==> src/rtl/async_fifo_wr_ctrl.sv <==
// Write-domain controller of the async FIFO: handshake intake, BRAM write port, Gray pointer exchange, full/overflow.
// Optional ASYNC_FIFO_WR_LEVEL_EN adds a registered wr_level output (fill level as seen from the write side).
module async_fifo_wr_ctrl #(
  parameter int WIDTH       = 8,
  parameter int SIZE        = 8,
  parameter int SYNC_STAGES = 2
) (
  input  logic              wr_clk,
  input  logic              wr_rst,
  input  logic [WIDTH:0]    s_data,
  input  logic              s_valid,
  output logic              s_ready,
  output logic              wr_en,
  output logic [WIDTH:0]    data_in,
  output logic [SIZE:0]     wrt_ptr,
  output logic [SIZE:0]     wr_ptr_gray,
  input  logic [SIZE:0]     rd_ptr_gray,
  output logic              full,
  output logic              overflow
`ifdef ASYNC_FIFO_WR_LEVEL_EN
  ,
  output logic [SIZE:0]     wr_level
`endif
);

  localparam int CW = $clog2(SYNC_STAGES + 1);
  localparam logic [CW-1:0] INIT_LAST = CW'(SYNC_STAGES);
  localparam logic [CW-1:0] CNT_ZERO  = {CW{1'b0}};
  localparam logic [CW-1:0] CNT_ONE   = {{(CW-1){1'b0}}, 1'b1};
  localparam logic [SIZE:0] PTR_ZERO  = {(SIZE+1){1'b0}};
  localparam logic [SIZE:0] PTR_ONE   = {{SIZE{1'b0}}, 1'b1};

  typedef enum logic [0:0] {
    ST_INIT = 1'b0,
    ST_RUN  = 1'b1
  } state_t;

  function automatic logic [SIZE:0] bin2gray(input logic [SIZE:0] b);
    return b ^ (b >> 1);
  endfunction

  function automatic logic [SIZE:0] gray2bin(input logic [SIZE:0] g);
    logic [SIZE:0] b;
    b[SIZE] = g[SIZE];
    for (int i = SIZE - 1; i >= 0; i--) begin
      b[i] = b[i+1] ^ g[i];
    end
    return b;
  endfunction

  state_t        state_r, state_nxt_s;
  logic [CW-1:0] cnt_r, cnt_nxt_s;
  logic [SIZE:0] wbin_r;
  logic [SIZE:0] wgray_r;
  logic [SIZE:0] sync_r [SYNC_STAGES];
  logic          full_r;
  logic          overflow_r;
  logic          s_ready_s;
  logic          accept_s;
  logic [SIZE:0] wbin_next_s;
  logic [SIZE:0] gnext_s;
  logic [SIZE:0] rq_s;
  logic          full_match_s;
  logic          overflow_set_s;

  // Next-state and handshake decode; reset gates the handshake so an in-flight accept is dropped.
  always_comb begin
    state_nxt_s = state_r;
    cnt_nxt_s   = cnt_r;
    s_ready_s   = 1'b0;
    case (state_r)
      ST_INIT: begin
        if (cnt_r == INIT_LAST) begin
          state_nxt_s = ST_RUN;
          cnt_nxt_s   = CNT_ZERO;
        end else begin
          cnt_nxt_s   = cnt_r + CNT_ONE;
        end
      end
      ST_RUN: begin
        state_nxt_s = ST_RUN;
      end
      default: begin
        state_nxt_s = ST_INIT;
        cnt_nxt_s   = CNT_ZERO;
      end
    endcase
    if ((state_r == ST_RUN) && !wr_rst) begin
      s_ready_s = ~full_r;
    end else begin
      s_ready_s = 1'b0;
    end
  end

  // Pointer arithmetic and the full comparison against the synchronised read pointer.
  always_comb begin
    accept_s       = s_valid & s_ready_s;
    wbin_next_s    = accept_s ? (wbin_r + PTR_ONE) : wbin_r;
    gnext_s        = bin2gray(wbin_next_s);
    rq_s           = sync_r[SYNC_STAGES-1];
    full_match_s   = (gnext_s == {~rq_s[SIZE:SIZE-1], rq_s[SIZE-2:0]});
    overflow_set_s = (state_r == ST_RUN) & s_valid & ~s_ready_s;
  end

  // FSM state and INIT flush counter.
  always_ff @(posedge wr_clk) begin
    if (wr_rst) begin
      state_r <= ST_INIT;
      cnt_r   <= CNT_ZERO;
    end else begin
      state_r <= state_nxt_s;
      cnt_r   <= cnt_nxt_s;
    end
  end

  // Read-pointer synchroniser chain; rq is always taken from its last stage.
  always_ff @(posedge wr_clk) begin
    if (wr_rst) begin
      for (int i = 0; i < SYNC_STAGES; i++) begin
        sync_r[i] <= PTR_ZERO;
      end
    end else begin
      sync_r[0] <= rd_ptr_gray;
      for (int i = 1; i < SYNC_STAGES; i++) begin
        sync_r[i] <= sync_r[i-1];
      end
    end
  end

  // Write pointers, full and sticky overflow.
  always_ff @(posedge wr_clk) begin
    if (wr_rst) begin
      wbin_r     <= PTR_ZERO;
      wgray_r    <= PTR_ZERO;
      full_r     <= 1'b0;
      overflow_r <= 1'b0;
    end else begin
      wbin_r     <= wbin_next_s;
      wgray_r    <= gnext_s;
      full_r     <= full_match_s;
      overflow_r <= overflow_r | overflow_set_s;
    end
  end

`ifdef ASYNC_FIFO_WR_LEVEL_EN
  logic [SIZE:0] level_r;

  // Fill level from the write side, pessimistic by the synchroniser latency.
  always_ff @(posedge wr_clk) begin
    if (wr_rst) begin
      level_r <= PTR_ZERO;
    end else if (state_r == ST_INIT) begin
      level_r <= PTR_ZERO;
    end else begin
      level_r <= wbin_next_s - gray2bin(rq_s);
    end
  end

  assign wr_level = level_r;
`endif

  assign s_ready     = s_ready_s;
  assign wr_en       = accept_s;
  assign data_in     = s_data;
  assign wrt_ptr     = wbin_r;
  assign wr_ptr_gray = wgray_r;
  assign full        = full_r;
  assign overflow    = overflow_r;

endmodule

==> config.mk <==
export PLATFORM = sky130hd
export DESIGN_NAME = async_fifo_wr_ctrl
export DESIGN_NICKNAME = d
export VERILOG_FILES = /design/src/rtl/async_fifo_wr_ctrl.sv
export SDC_FILE = /design/constraint.sdc
export NUM_CORES = 1
export LEC_CHECK = 0
export ABC_CLOCK_PERIOD_IN_PS = 2850
export BUFFER_PORTS_ARGS = -buffer_cell sky130_fd_sc_hd__buf_2
export CORE_AREA = 2 2 71 67
export DETAILED_ROUTE_END_ITERATION = 6
export DIE_AREA = 0 0 73 69
export HOLD_SLACK_MARGIN = 0.1
export PLACE_DENSITY_LB_ADDON = 0.08
export SYNTH_ARGS = -nofsm -noshare
export SYNTH_HDL_FRONTEND = slang
export SYNTH_SLANG_ARGS = --single-unit
==> constraint.sdc <==
create_clock -name wr_clk -period 2.85 [get_ports wr_clk]
set_input_delay 0.4275 -clock wr_clk [delete_from_list [all_inputs] [get_ports wr_clk]]
set_output_delay 0.4275 -clock wr_clk [all_outputs]
set_load 0.05 [all_outputs]
==> results.yml <==
die:
  die_h_um: 69
  pin_count: 52
  fp.dieW_um: 73
  initial_core_util: 0.512
  core_um2: 4290
  die_area_um2: 5040
  row_count: 23
finish:
  area_growth_pct: 11.9
  fin_area_um2: 2450
  nets: 304
  drive_gt1_frac: 0.208
  n_antenna_cell: 0
worst_setup_path:
  reg2regPathDepth: 7
  crit_fanout: 13
  cp_data_arrival_time_ns: 2.70
  cp_data_required_time_ns: 3.05
  regToRegSetupSlack_ns: 0.35
  critPathKind: "reg2reg"
  cp-start-kind: "flip-flop"
  worst_setup_path_end_kind: "flip-flop"
pwr:
  p_leak_nw: 0.977
  power.density_nw_per_um2: 472
  irDropWorstVdd_mv: 0.372
  p_total_w: 0.00116
global_routing:
  grt_max_degree: 42
  antenna_found_initial: 0
  grt_overflow: 0
  grt_first_pass_wirelength_um: 7080
  grt_util_all_layers: 0.181
  grt_pass1_vias: 1510
logic_synthesis:
  ys_types: 56
  syn_inst: 262
  syn_nets: 284
  yosysWarnings: 0
  synth_area_leader_cell: "dfxtp_1"
  seq_area_frac_synth: 0.365
  postSynth.asyncResetShare: 0
  synth-seq-cells: 40
  synth-edff-count: 0
  synth.area.top_cells: "dfxtp_1 37%, xnor2_1 11%, nor2b_1 5.7%"
  syn_area_per_cell_um2: 8.37
  synth_top_flop_cell: "dfxtp_1"
  yosys.area.top_type_share: 0.365
  syn_area_um2: 2190
clock_network:
  clk_pin_slew_ns: 0.08
  root_buffer: "clkbuf_8"
  clockBufferDepth: 2
  post_cts_buffers: 0
  cts_htree_levels: 2
  tritoncts: "built"
  cts_hold_buf: 0
  clkSinkCount: 40
  cts_inserted_buffers: 5
  cts_resized: 0
  clkLatencyLatePin_ns: 0.30
route:
  via_count: 1772
  viasPerCell: 5.32
  wire_per_inst_um: 13.3
  drtAntennaViolNets: 0
  drtIter0Drc: 267
  drt_wl_total_um: 4430
  drtPass1Iterations: 4
  drc: 0
sta:
  period_minus_slack_ns: 2.50
  setup_violations: 0
  rsz0062_at_grt: "no"
  hold_viol_final: 0
  whs_ns: 0.338
  fin_skew_ns: 0.00862
  fmax_mhz: 400
  slew_headroom: 0.646
  slew_violations: 0
  post-route-period-util: 0.877
  worstMarginPinSlew_ns: 0.528
  fin_setup_tns_ns: 0
worst_hold_path:
  hp-class: "in2reg"
  hold_depth: 2
place:
  dp_hpwl_um: 3030
  port_buffers: 33
  dpl_cell_area_um2: 2330
  place_congestion: 0.905
run:
  maxCapViolCount: 0
status:
  status: "finished clean"
placed cells by master, fill, tap and decap left out, drive strengths merged, types with 2 or more instances in the layout:
master and count:
a21boi 3, a21o 2, a21oi 9, a221oi 2
a22oi 2, buf 43, clkbuf 6, clkinv 2
dfxtp 40, inv 6, mux2i 2, nand2 14
nand2b 2, nand3 8, nand3b 2, nand4 5
nor2 30, nor2b 20, nor3 7, nor3b 2
o211ai 2, o21ai 12, o22ai 2, xnor2 27
xor2 7
cells in the mapped netlist, types with 2 or more instances:
cell	count
o22ai_1	2
nor3b_1	2
nand4_1	4
inv_1	6
xnor2_1	27
a21oi_1	9
clkbuf_1	12
buf_1	3
a21boi_0	2
buf_2	4
a22oi_1	2
o21ai_0	12
mux2i_1	2
nand3b_1	2
xor2_1	7
dfxtp_1	40
nor2_1	30
buf_4	10
nand2_1	14
nand3_1	8
o211ai_1	2
nand2b_1	2
a221oi_1	2
nor3_1	6
nor2b_1	20
a21o_1	2
power breakdown:
| part | total, W | internal (W) | switching, W |
|---|---|---|---|
| Combinational | 0.0000869 | 0.0000394 | 0.0000475 |
| Sequential | 0.000590 | 0.000578 | 0.0000128 |
| Clock | 0.000482 | 0.000286 | 0.000196 |
flip-flops by register name, indices dropped and copies added (netlist names):
name         cells
state_r          1
overflow         1
full             1
cnt_r            2
wr_ptr_gray      8
wrt_ptr          9
sync_r          18
final cells by class:
class                      count  area, um^2
clock buffer                   6        82.6
sequential                    40         801
tap                           50        62.6
multi-input combinational    185        1200
clock inverter                 2        38.8
inverter                       7        26.3
fill                         381        1830
timing repair buffer          43         240
routing by layer:
layer | GRT usage | vias up | part of all wire
li1 | - | 922 | -
met1 | 0.258 | 762 | 0.49
met2 | 0.256 | 84 | 0.43
met3 | 0.0468 | 4 | 0.082
met4 | 0.0761 | 0 | 0.0054
met5 | 0 | - | 0
final timing paths:
kind | from | endpoint
max | wrt_ptr[1] | full
min | rd_ptr_gray[6] | sync_r[0][6]
max reg2reg | wrt_ptr[1] | full
min reg2reg | sync_r[0][7] | sync_r[0][16]
stage by stage:
stage / worst slack [ns] / instances / util
after detailed placement: 0.383 / 325 / 0.544
after floorplan: 0.248 / 262 / -
after CTS: 0.351 / 333 / 0.573
after global placement: 0.424 / 325 / 0.544
after global routing: 0.172 / 333 / 0.573
final: 0.350 / 333 / 0.573
worst max-delay path, stage by stage, from the launching register on:
cell and delay, ns:
dfxtp_1 0.51, ha_1 0.25, buf_4 0.21, nand3_1 0.23, xnor2_1 0.21, or4_1 0.40, a32o_1 0.24, a2111oi_2 0.35
logic make-up (layout without fill, tap and decap cells):
group                    Yosys count  in the layout  share of synthesized area
AO/OA/AOI/OAI                     49             49                      0.157
buffers and inverters             37             58                     0.0861
AND/OR/NAND/NOR                   98             98                      0.236
adder cells (fa/ha/maj)            1              1                    0.00570
flip-flops                        40             40                      0.365
XOR/XNOR                          34             34                      0.136
multiplexers                       3              3                     0.0143
Note: power is estimated with default switching activity, not from simulation.
